$ cat config.mk
export PLATFORM = sky130hd
export DESIGN_NAME = forward_hazard_unit
export DESIGN_NICKNAME = d
export VERILOG_FILES = /design/src/rtl/forward_hazard_unit_pkg.sv /design/src/rtl/forward_hazard_unit_fwd_select.sv /design/src/rtl/forward_hazard_unit.sv
export SDC_FILE = /design/constraint.sdc
export NUM_CORES = 1
export LEC_CHECK = 0
export CAP_MARGIN = 20
export CORE_MARGIN = 5
export CORE_UTILIZATION = 48
export DETAILED_ROUTE_END_ITERATION = 10
export PLACE_DENSITY_LB_ADDON = 0.25
export SKIP_LAST_GASP = 1
export SLEW_MARGIN = 25
export SYNTH_ARGS = -nofsm -noshare
export SYNTH_HDL_FRONTEND = slang
export SYNTH_SLANG_ARGS = --single-unit
$ cat constraint.sdc
create_clock -name i_clk -period 7.55 [get_ports i_clk]
set_input_delay 2.265 -clock i_clk [delete_from_list [all_inputs] [get_ports i_clk]]
set_output_delay 2.265 -clock i_clk [all_outputs]
set_load 0.05 [all_outputs]
$ cat src/rtl/forward_hazard_unit_pkg.sv
// Shared definitions for the forward/hazard unit: operand-mux select codes,
// FSM state encodings and the layout of one shadow-pipeline stage entry.
// The muldiv field only exists when MULDIV_STALL_EN is defined.
package forward_hazard_unit_pkg;

  // Operand-mux select codes; 2'b11 is never produced.
  localparam logic [1:0] FWD_REGFILE = 2'b00;
  localparam logic [1:0] FWD_EXMEM   = 2'b01;
  localparam logic [1:0] FWD_MEMWB   = 2'b10;

  // Width of the rd field held in each stage entry.
  localparam int ENTRY_RD_W = 5;

  typedef enum logic {
    ST_RUN     = 1'b0,
    ST_MD_BUSY = 1'b1
  } hazard_state_e;

  // One shadow-pipeline slot tracking an instruction in flight.
  typedef struct packed {
    logic                  valid;
    logic [ENTRY_RD_W-1:0] rd;
    logic                  regWrite;
    logic                  memRead;
`ifdef MULDIV_STALL_EN
    logic                  muldiv;
`endif
  } stage_entry_t;

  localparam stage_entry_t ENTRY_EMPTY = '0;

  // True when a stage entry will produce the value a source register needs.
  // x0 is hardwired to zero, so it never forwards.
  function automatic logic fwdHit(input logic                  valid,
                                  input logic                  regWrite,
                                  input logic [ENTRY_RD_W-1:0] rd,
                                  input logic [ENTRY_RD_W-1:0] rs);
    return valid && regWrite && (rd == rs) && (rd != '0);
  endfunction

endpackage

$ cat src/rtl/forward_hazard_unit_fwd_select.sv
// Operand forwarding comparator: picks the 2-bit mux select for one source
// register of the ID instruction, looking at the entries that will sit in
// MEM and WB on the next cycle. The nearer producer (MEM) wins.
module forward_hazard_unit_fwd_select
  import forward_hazard_unit_pkg::*;
(
  input  logic [ENTRY_RD_W-1:0] i_rs,
  input  logic                  i_rsUsed,
  input  logic                  i_memValid,
  input  logic                  i_memRegWrite,
  input  logic [ENTRY_RD_W-1:0] i_memRd,
  input  logic                  i_wbValid,
  input  logic                  i_wbRegWrite,
  input  logic [ENTRY_RD_W-1:0] i_wbRd,
  output logic [1:0]            o_sel
);

  // Priority compare: next-MEM producer first, then next-WB, else register file.
  always_comb begin
    o_sel = FWD_REGFILE;
    if (i_rsUsed) begin
      if (fwdHit(i_memValid, i_memRegWrite, i_memRd, i_rs)) begin
        o_sel = FWD_EXMEM;
      end else if (fwdHit(i_wbValid, i_wbRegWrite, i_wbRd, i_rs)) begin
        o_sel = FWD_MEMWB;
      end
    end
  end

endmodule

$ cat src/rtl/forward_hazard_unit.sv
// Forwarding and hazard control for the five-stage core. Keeps a shadow
// copy of the EX/MEM/WB destination info, registers operand-mux selects for
// the EX stage, and raises stall/bubble for load-use hazards.
// Define MULDIV_STALL_EN to add the MD_BUSY state that freezes EX while a
// multi-cycle divide runs; without it ID_MULDIV/MULDIV_DONE are ignored.
module forward_hazard_unit
  import forward_hazard_unit_pkg::*;
#(
  parameter int REG_ADDR_W = ENTRY_RD_W
) (
  input  logic                  i_clk,
  input  logic                  i_reset,
  input  logic                  i_id_valid,
  input  logic [REG_ADDR_W-1:0] i_id_rs1,
  input  logic [REG_ADDR_W-1:0] i_id_rs2,
  input  logic                  i_id_rs1_used,
  input  logic                  i_id_rs2_used,
  input  logic [REG_ADDR_W-1:0] i_id_rd,
  input  logic                  i_id_reg_write,
  input  logic                  i_id_mem_read,
  input  logic                  i_id_muldiv,
  input  logic                  i_muldiv_done,
  input  logic                  i_flush,
  output logic [1:0]            o_fwd_sel_a,
  output logic [1:0]            o_fwd_sel_b,
  output logic                  o_stall,
  output logic                  o_bubble
);

  stage_entry_t r_ex, r_mem, r_wb;
  stage_entry_t w_idEntry;
  logic [1:0]   r_fwdSelA, r_fwdSelB;
  logic [1:0]   w_selA, w_selB;
  logic         w_loadUse;
  logic         w_hold;
  logic         w_doFlush;
  logic         w_doBubble;
  logic         w_unusedWb;

  // Pack the ID decode fields into the entry that will move into EX.
  always_comb begin
    w_idEntry          = ENTRY_EMPTY;
    w_idEntry.valid    = i_id_valid;
    w_idEntry.rd       = i_id_rd;
    w_idEntry.regWrite = i_id_reg_write;
    w_idEntry.memRead  = i_id_mem_read;
`ifdef MULDIV_STALL_EN
    w_idEntry.muldiv   = i_id_muldiv;
`endif
  end

  // A load in EX whose result a valid ID instruction reads cannot be
  // forwarded in time, so ID must wait one cycle.
  assign w_loadUse = r_ex.valid && r_ex.memRead && (r_ex.rd != '0) && i_id_valid &&
                     ((i_id_rs1_used && (r_ex.rd == i_id_rs1)) ||
                      (i_id_rs2_used && (r_ex.rd == i_id_rs2)));

  forward_hazard_unit_fwd_select u_selA (
    .i_rs          (i_id_rs1),
    .i_rsUsed      (i_id_valid && i_id_rs1_used),
    .i_memValid    (r_ex.valid),
    .i_memRegWrite (r_ex.regWrite),
    .i_memRd       (r_ex.rd),
    .i_wbValid     (r_mem.valid),
    .i_wbRegWrite  (r_mem.regWrite),
    .i_wbRd        (r_mem.rd),
    .o_sel         (w_selA)
  );

  forward_hazard_unit_fwd_select u_selB (
    .i_rs          (i_id_rs2),
    .i_rsUsed      (i_id_valid && i_id_rs2_used),
    .i_memValid    (r_ex.valid),
    .i_memRegWrite (r_ex.regWrite),
    .i_memRd       (r_ex.rd),
    .i_wbValid     (r_mem.valid),
    .i_wbRegWrite  (r_mem.regWrite),
    .i_wbRd        (r_mem.rd),
    .o_sel         (w_selB)
  );

`ifdef MULDIV_STALL_EN
  hazard_state_e r_state, w_stateNext;

  // FSM state register.
  always_ff @(posedge i_clk or posedge i_reset) begin
    if (i_reset) begin
      r_state <= ST_RUN;
    end else begin
      r_state <= w_stateNext;
    end
  end

  // Next state and pipeline control; flush wins over every RUN hazard and is
  // dropped while a divide holds EX.
  always_comb begin
    w_stateNext = r_state;
    w_hold      = 1'b0;
    w_doFlush   = 1'b0;
    w_doBubble  = 1'b0;
    case (r_state)
      ST_RUN: begin
        if (i_flush) begin
          w_doFlush = 1'b1;
        end else if (w_loadUse) begin
          w_doBubble = 1'b1;
        end else if (r_ex.valid && r_ex.muldiv && !i_muldiv_done) begin
          w_hold      = 1'b1;
          w_stateNext = ST_MD_BUSY;
        end
      end
      ST_MD_BUSY: begin
        if (i_muldiv_done) begin
          w_stateNext = ST_RUN;
        end else begin
          w_hold = 1'b1;
        end
      end
      default: w_stateNext = ST_RUN;
    endcase
  end
`else
  logic w_unusedMuldiv;
  assign w_unusedMuldiv = ^{i_id_muldiv, i_muldiv_done};

  // Single-cycle M unit: only flush and load-use affect the pipeline.
  always_comb begin
    w_hold     = 1'b0;
    w_doFlush  = i_flush;
    w_doBubble = !i_flush && w_loadUse;
  end
`endif

  // Shadow pipeline and registered selects. A hold freezes EX and its
  // selects while MEM drains to an empty slot; a bubble or flush puts an
  // empty entry into EX with register-file selects.
  always_ff @(posedge i_clk or posedge i_reset) begin
    if (i_reset) begin
      r_ex      <= ENTRY_EMPTY;
      r_mem     <= ENTRY_EMPTY;
      r_wb      <= ENTRY_EMPTY;
      r_fwdSelA <= FWD_REGFILE;
      r_fwdSelB <= FWD_REGFILE;
    end else if (w_hold) begin
      r_mem <= ENTRY_EMPTY;
      r_wb  <= r_mem;
    end else begin
      r_mem <= r_ex;
      r_wb  <= r_mem;
      if (w_doFlush || w_doBubble) begin
        r_ex      <= ENTRY_EMPTY;
        r_fwdSelA <= FWD_REGFILE;
        r_fwdSelB <= FWD_REGFILE;
      end else begin
        r_ex      <= w_idEntry;
        r_fwdSelA <= w_selA;
        r_fwdSelB <= w_selB;
      end
    end
  end

  // The WB slot is kept for pipeline bookkeeping; writeback bypass happens
  // in the register file, so nothing reads it here.
  assign w_unusedWb = ^r_wb;

  assign o_stall     = w_hold || w_doBubble;
  assign o_bubble    = w_doBubble;
  assign o_fwd_sel_a = r_fwdSelA;
  assign o_fwd_sel_b = r_fwdSelB;

endmodule
==> run metrics, run 1 <==
unrepaired setup endpoints after global routing=false; count of warnings emitted by yosys=0; number of I/O port buffers=28; number of instances in the synthesized netlist=80; total wire length after detailed routing=1.935 mm; max-capacitance violation count=0; Async S/R FF share, synth=100.0%; Clock Latency Late Sink=0.29 ns; Hold Path Origin=r_ex[1]; floorplan die width=54.83 um; number of unique standard cell types used by synthesis=25; total core area=1942 um^2; Util after Layout=65.98%; Final GP Congestion=0.8114; Total Neg Setup Slack=0 ns; worst path arrival time=approximately 4 ns; endpoint kind of the worst setup timing path=output port; met3 Resource Use GR=5.177%; depth of the most critical reg-to-reg path=6; TritonCTS clock tree=done; minimum setup slack after placement=1.279 ns; number of failing setup endpoints in the final timing report=0; clock tree buffer depth=2; register area share after synthesis=49.29%; drt drc=0; count of antenna-violating nets left after detailed routing=0; endpoint with the worst hold slack=r_mem[1]; DRT iter0 DRCs=7; Area Overhead vs Synth=32.81%; met1 track utilization from global routing=19.32%; H-tree Lvls=1; Static Leak=0.5441 nW; Final #Nets=136; Period minus WS final=between 6 and 7 ns; worst slew pin tran=0.6951 ns; routed via count=just over 700; Vias/cell=5.146; final worst-path cycle share=83.20%; total nets after synthesis=105; average instance area after synthesis=about 12 um^2; sink count of the clock tree=19; status=complete, no violations; share of layout cells above drive strength 1=17.27%; detail-routed net length per standard cell=14.12 um; Total Die Area=between 3000 and 4000 um^2; first-pass GRT wire length=3.201 mm; top cells by instance count after synthesis=sky130_fd_sc_hd__dfrtp_1, sky130_fd_sc_hd__xor2_1, sky130_fd_sc_hd__nor3b_2, sky130_fd_sc_hd__nand2_1; number of synthesized flops with an enable pin=0; worst reg2reg path startpoint=r_ex[5]; Hold/Removal Path Class=flop to flop; post-layout worst setup margin=1.268 ns; total routing resource utilization after global routing=15.61%; number of pins with negative max-slew slack in the final report=0; Overflow after GRT=0; first-pass iteration count of the detailed router=4; global routing usage on met2=24.80%; top cells by area, synth=sky130_fd_sc_hd__dfrtp_1, sky130_fd_sc_hd__xor2_1, sky130_fd_sc_hd__nor3b_2; largest fanout on the critical path=2; cell taking the most area after synthesis=sky130_fd_sc_hd__dfrtp_1; area fraction of the dominant cell type after synthesis=about half; die height=around 55 um; IO Pins=31; worst slew slack as a fraction of its limit=53.61%; CTS Hold Bufs=0; timing-limited maximum frequency=between 150 and 200 MHz; Worst R2R Setup Slack=~5.8 ns; worst endpoint required time=5.29 ns; hold depth=0; clock transition at the register clock pins on the worst setup and hold paths after CTS=0.11 ns; effective utilization at floorplan=49.68%; std cell rows=16; post-route clock skew=between 0.007 and 0.008 ns; classification of the worst setup path=input pin to output port; most common cell in the synthesized netlist=sky130_fd_sc_hd__dfrtp_1; buffer count from post-CTS setup fixing=0; Hold Fails Final Rpt=0; finished layout cell area=between 1000 and 1500 um^2; number of antenna violations at the first check in global routing=0; most instantiated flip-flop cell in the synthesis netlist=sky130_fd_sc_hd__dfrtp_1; worst-case vdd ir drop=0.1350 mV; Inserted Clock Buffers=3; synthesized cell area=just under 1000 um^2; largest net degree at the start of global routing=20; post-place instance area=1255 um^2; busiest layer in global routing=met2; ANT cells=0; number of gates resized after CTS=0; Root Buffer=sky130_fd_sc_hd__clkbuf_4; crit start category=input pin; half-perimeter wire length after placement=1.517 mm; number of global-route vias before repair=around 740; PD cells=150.2 nW/um^2; worst reg2reg endpoint=o_fwd_sel_b[0]; register bit count reported by yosys=19; final worst hold slack=about 0.39 ns
logic make-up (layout without fill, tap and decap cells):
group / after synthesis / in the layout / synth area share [%]
buf+inv: 4 / 34 / 3.112
flops: 19 / 19 / 49.29
simple gates: 33 / 33 / 26.20
xor+xnor: 20 / 20 / 18.16
compound gates: 4 / 4 / 3.243
cell type report:
cell class              count  area [um^2]
multi-input cells          57        459.2
clock buffers               4        26.28
flip-flops and latches     19        475.5
repair buffers             29        282.8
well taps                  27        33.78
fillers                   150        660.6
inverters                   1        3.754
registers in the layout, indices dropped and copies added (netlist names):
| register | count |
|---|---|
| o_fwd_sel_a | 2 |
| o_fwd_sel_b | 2 |
| r_ex | 8 |
| r_mem | 7 |
metrics by stage:
step / total power [mW] / cells
finish: 0.1924 / 137
floorplan: 0.1278 / 80
global placement: 0.1439 / 133
CTS: 0.1937 / 137
global route: 0.2014 / 137
detailed placement: 0.1447 / 133
worst max path at each step:
stage                      from  depth (start not counted)  endpoint
floorplan           i_id_rs1[2]                          6   o_stall
global placement    i_id_rs1[2]                          7  o_bubble
detailed placement  i_id_rs2[3]                          7   o_stall
CTS                 i_id_rs2[3]                          7   o_stall
global route        i_id_rs1[2]                          7   o_stall
finish              i_id_rs1[2]                          7   o_stall
cells in the final DEF (no fill, tap or decap), types with 2 or more instances in the layout:
master | Yosys | routed
sky130_fd_sc_hd__clkdlybuf4s50_1 | 0 | 26
sky130_fd_sc_hd__dfrtp_1 | 19 | 19
sky130_fd_sc_hd__xor2_1 | 17 | 17
sky130_fd_sc_hd__nor3b_2 | 7 | 7
sky130_fd_sc_hd__nand2_1 | 4 | 4
sky130_fd_sc_hd__xnor2_1 | 3 | 3
sky130_fd_sc_hd__nor2_1 | 3 | 3
sky130_fd_sc_hd__nor3_1 | 3 | 3
sky130_fd_sc_hd__nor4_1 | 3 | 3
sky130_fd_sc_hd__clkbuf_4 | 0 | 3
sky130_fd_sc_hd__buf_4 | 2 | 3
sky130_fd_sc_hd__nand3_1 | 2 | 2
sky130_fd_sc_hd__nand4_1 | 2 | 2
sky130_fd_sc_hd__nor2b_1 | 2 | 2
critical path, stage by stage:
cell,delay [ns]
sky130_fd_sc_hd__clkdlybuf4s50_1,0.45
sky130_fd_sc_hd__xor2_1,0.18
sky130_fd_sc_hd__nor4_2,0.35
sky130_fd_sc_hd__nand3_1,0.17
sky130_fd_sc_hd__a21oi_2,0.16
sky130_fd_sc_hd__nor2b_1,0.20
sky130_fd_sc_hd__buf_4,0.23
routing by layer:
metal | vias to the layer above | wire length, um | part of all wire [%]
met3 | 2 | 174 | 9.0
met2 | 32 | 951 | 49
met4 | 0 | 13 | 0.67
met1 | 333 | 795 | 41
li1 | 338 | - | -
met5 | - | 0 | 0
report_power, final:
group          leakage (nW)  switching [mW]  total [mW]  internal (mW)
clock network        0.0150          0.0292      0.0498         0.0205
registers             0.249         0.00438       0.110          0.106
logic                 0.280          0.0136      0.0325         0.0189
total                 0.544          0.0472       0.192          0.145
Note: power is estimated with default switching activity, not from simulation.
==> run 2, diff against run 1 <==
CORE_UTILIZATION = 45   (was 48)
clock period = 5.8 ns   (was 7.55 ns; I/O delays follow)
==> run 2 against run 1 <==
Compared with the run above:
- die area increased by 5.4%
- setup slack got worse by 0.85 ns
- first-iteration DRC count decreased by 43%
- global-route usage decreased by 2.2 points
- non-clock buffer count increased by 1
- hold slack improved by 0.00084 ns
- wire length decreased by 2.0%
- core utilization decreased by 0.35 points
- clock skew decreased by 0.0061 ns
- cell count increased by 0.73%
- sequential cell count unchanged
- combinational power increased by 32%
==> run metrics, run 2 (synthesis gave the netlist of run 1 again) <==
number of cells in the finished layout apart from fillers=138 (+0.73%); TritonCTS clock tree=done; number of global-route vias before repair=757 (+2.4%); Clock Latency Late Sink=0.29 ns (about the same); number of gates resized after CTS=0 (unchanged); routed via count=688 (-2.4%); Total Die Area=3170 um^2 (+5.4%); Total Neg Setup Slack=0 ns (unchanged); Final #Nets=137 (+0.74%); clock transition at the register clock pins on the worst setup and hold paths after CTS=0.10 ns (about the same); worst slew slack as a fraction of its limit=52.71% (-0.90 points); number of I/O port buffers=28 (unchanged); detail-routed net length per standard cell=13.75 um (-2.7%); final worst-path cycle share=~93%; floorplan die width=56.30 um (+2.7%); post-route clock skew=0.001627 ns (-0.006130 ns); IO Pins=31 (unchanged); worst slew pin tran=0.7085 ns (+0.01342 ns); Largest regs=r_ex (8), r_mem (7); max-capacitance violation count=0 (unchanged); endpoint kind of the worst setup timing path=output port; largest net degree at the start of global routing=20 (unchanged); minimum setup slack after placement=0.4374 ns (-0.8418 ns); CTS Hold Bufs=0 (unchanged); buffer count from post-CTS setup fixing=0 (unchanged); count of antenna-violating nets left after detailed routing=0 (unchanged); Largest register FFs=8 (unchanged); Area Overhead vs Synth=36.19%; Util after Layout=65.63% (-0.35 points); first-pass iteration count of the detailed router=3 (-1); half-perimeter wire length after placement=1.518 mm (about the same); total wire length after detailed routing=1.897 mm (-2.0%); unrepaired setup endpoints after global routing=false; Period minus WS final=5.379 ns; Vias/cell=4.986 (-3.1%); DRT iter0 DRCs=4 (-3); H-tree Lvls=1 (unchanged); std cell rows=16 (unchanged); worst path arrival time=3.64 ns (-0.38 ns); sink count of the clock tree=19 (unchanged); drt drc=0 (unchanged); worst-case vdd ir drop=0.09532 mV (-29%); Reg with most FFs=r_ex; first-pass GRT wire length=3.353 mm (+4.7%); largest fanout on the critical path=2 (unchanged); Root Buffer=sky130_fd_sc_hd__clkbuf_4; cell count after placement=134 (+0.75%); timing-limited maximum frequency=185.9 MHz; effective utilization at floorplan=48.19% (-1.5 points); Hold Fails Final Rpt=0 (unchanged); post-layout worst setup margin=0.4211 ns (-0.8472 ns); total routing resource utilization after global routing=13.43% (-2.2 points); Hold/Removal Path Class=flop to flop; Static Leak=0.5543 nW (+1.9%); crit start category=input pin; leading cell types in the layout, fill and taps excluded=sky130_fd_sc_hd__clkdlybuf4s50_1, sky130_fd_sc_hd__dfrtp_1, sky130_fd_sc_hd__xor2_1; most frequent standard cell in the layout excluding fill and tap cells=sky130_fd_sc_hd__clkdlybuf4s50_1; classification of the worst setup path=input pin to output port; PD cells=191.8 nW/um^2 (+28%); worst endpoint required time=4.06 ns (-1.23 ns); total core area=2002 um^2 (+3.1%); number of antenna violations at the first check in global routing=0 (unchanged); ANT cells=0 (unchanged); Pwr Total=0.2520 mW (+31%); clock tree buffer depth=2 (unchanged); number of failing setup endpoints in the final timing report=0 (unchanged); Overflow after GRT=0 (unchanged); status=complete, no violations; number of pins with negative max-slew slack in the final report=0 (unchanged); Inserted Clock Buffers=3 (unchanged); share of layout cells above drive strength 1=18.02% (+0.75 points); die height=56.30 um (+2.7%); Final GP Congestion=0.8452 (+4.2%)
run 2: path summary, 6_finish.rpt:
path	start	endpoint	slack, ns	cells past startpoint
worst max-delay path	i_id_rs1[2]	o_stall	0.42	7
worst min-delay path	r_ex[1]	r_mem[1]	0.39	0
worst max register to register	r_ex[4]	o_fwd_sel_a[1]	4.08	6
worst min register to register	r_ex[1]	r_mem[1]	0.39	0
max in group asynchronous	i_reset	r_ex[4]	3.51	2
min in group asynchronous	i_reset	r_ex[0]	1.85	2
run 2: routing by layer:
metal	share of wire, %	track usage, %	routed length (um)
met1	45	16.76	846
met3	6.4	4.358	121
met4	1.8	6.102	35
met2	47	21.04	894
met5	0	0	0
run 2: final cells by class:
| type | instances | area [um^2] |
|---|---|---|
| Inverter | 1 | 3.754 |
| Clock buffer | 4 | 26.28 |
| Sequential cell | 19 | 475.5 |
| Timing Repair Buffer | 30 | 315.3 |
| Fill cell | 161 | 688.2 |
| Tap cell | 27 | 33.78 |
| Multi-Input combinational cell | 57 | 459.2 |
run 2: metrics by stage:
step	hold slack (ns)	cell area, um^2
finish	0.3930	1314
global route	0.4113	1314
CTS	0.3986	1314
detailed placement	0.3743	1287
global placement	0.3754	1287
floorplan	0.3540	964.7
run 2: critical path, cell delays in order:
cell and delay [ns]:
sky130_fd_sc_hd__clkdlybuf4s50_1 0.46, sky130_fd_sc_hd__xor2_1 0.19, sky130_fd_sc_hd__nor4_2 0.35, sky130_fd_sc_hd__nand3_1 0.17, sky130_fd_sc_hd__a21oi_2 0.17, sky130_fd_sc_hd__nor2b_1 0.37, sky130_fd_sc_hd__buf_12 0.19
run 2: where the power goes:
group          total, mW  switching [mW]  internal (mW)
Sequential         0.143         0.00554          0.138
Clock             0.0658          0.0390         0.0268
Combinational     0.0429          0.0179         0.0251
Total              0.252          0.0624          0.190
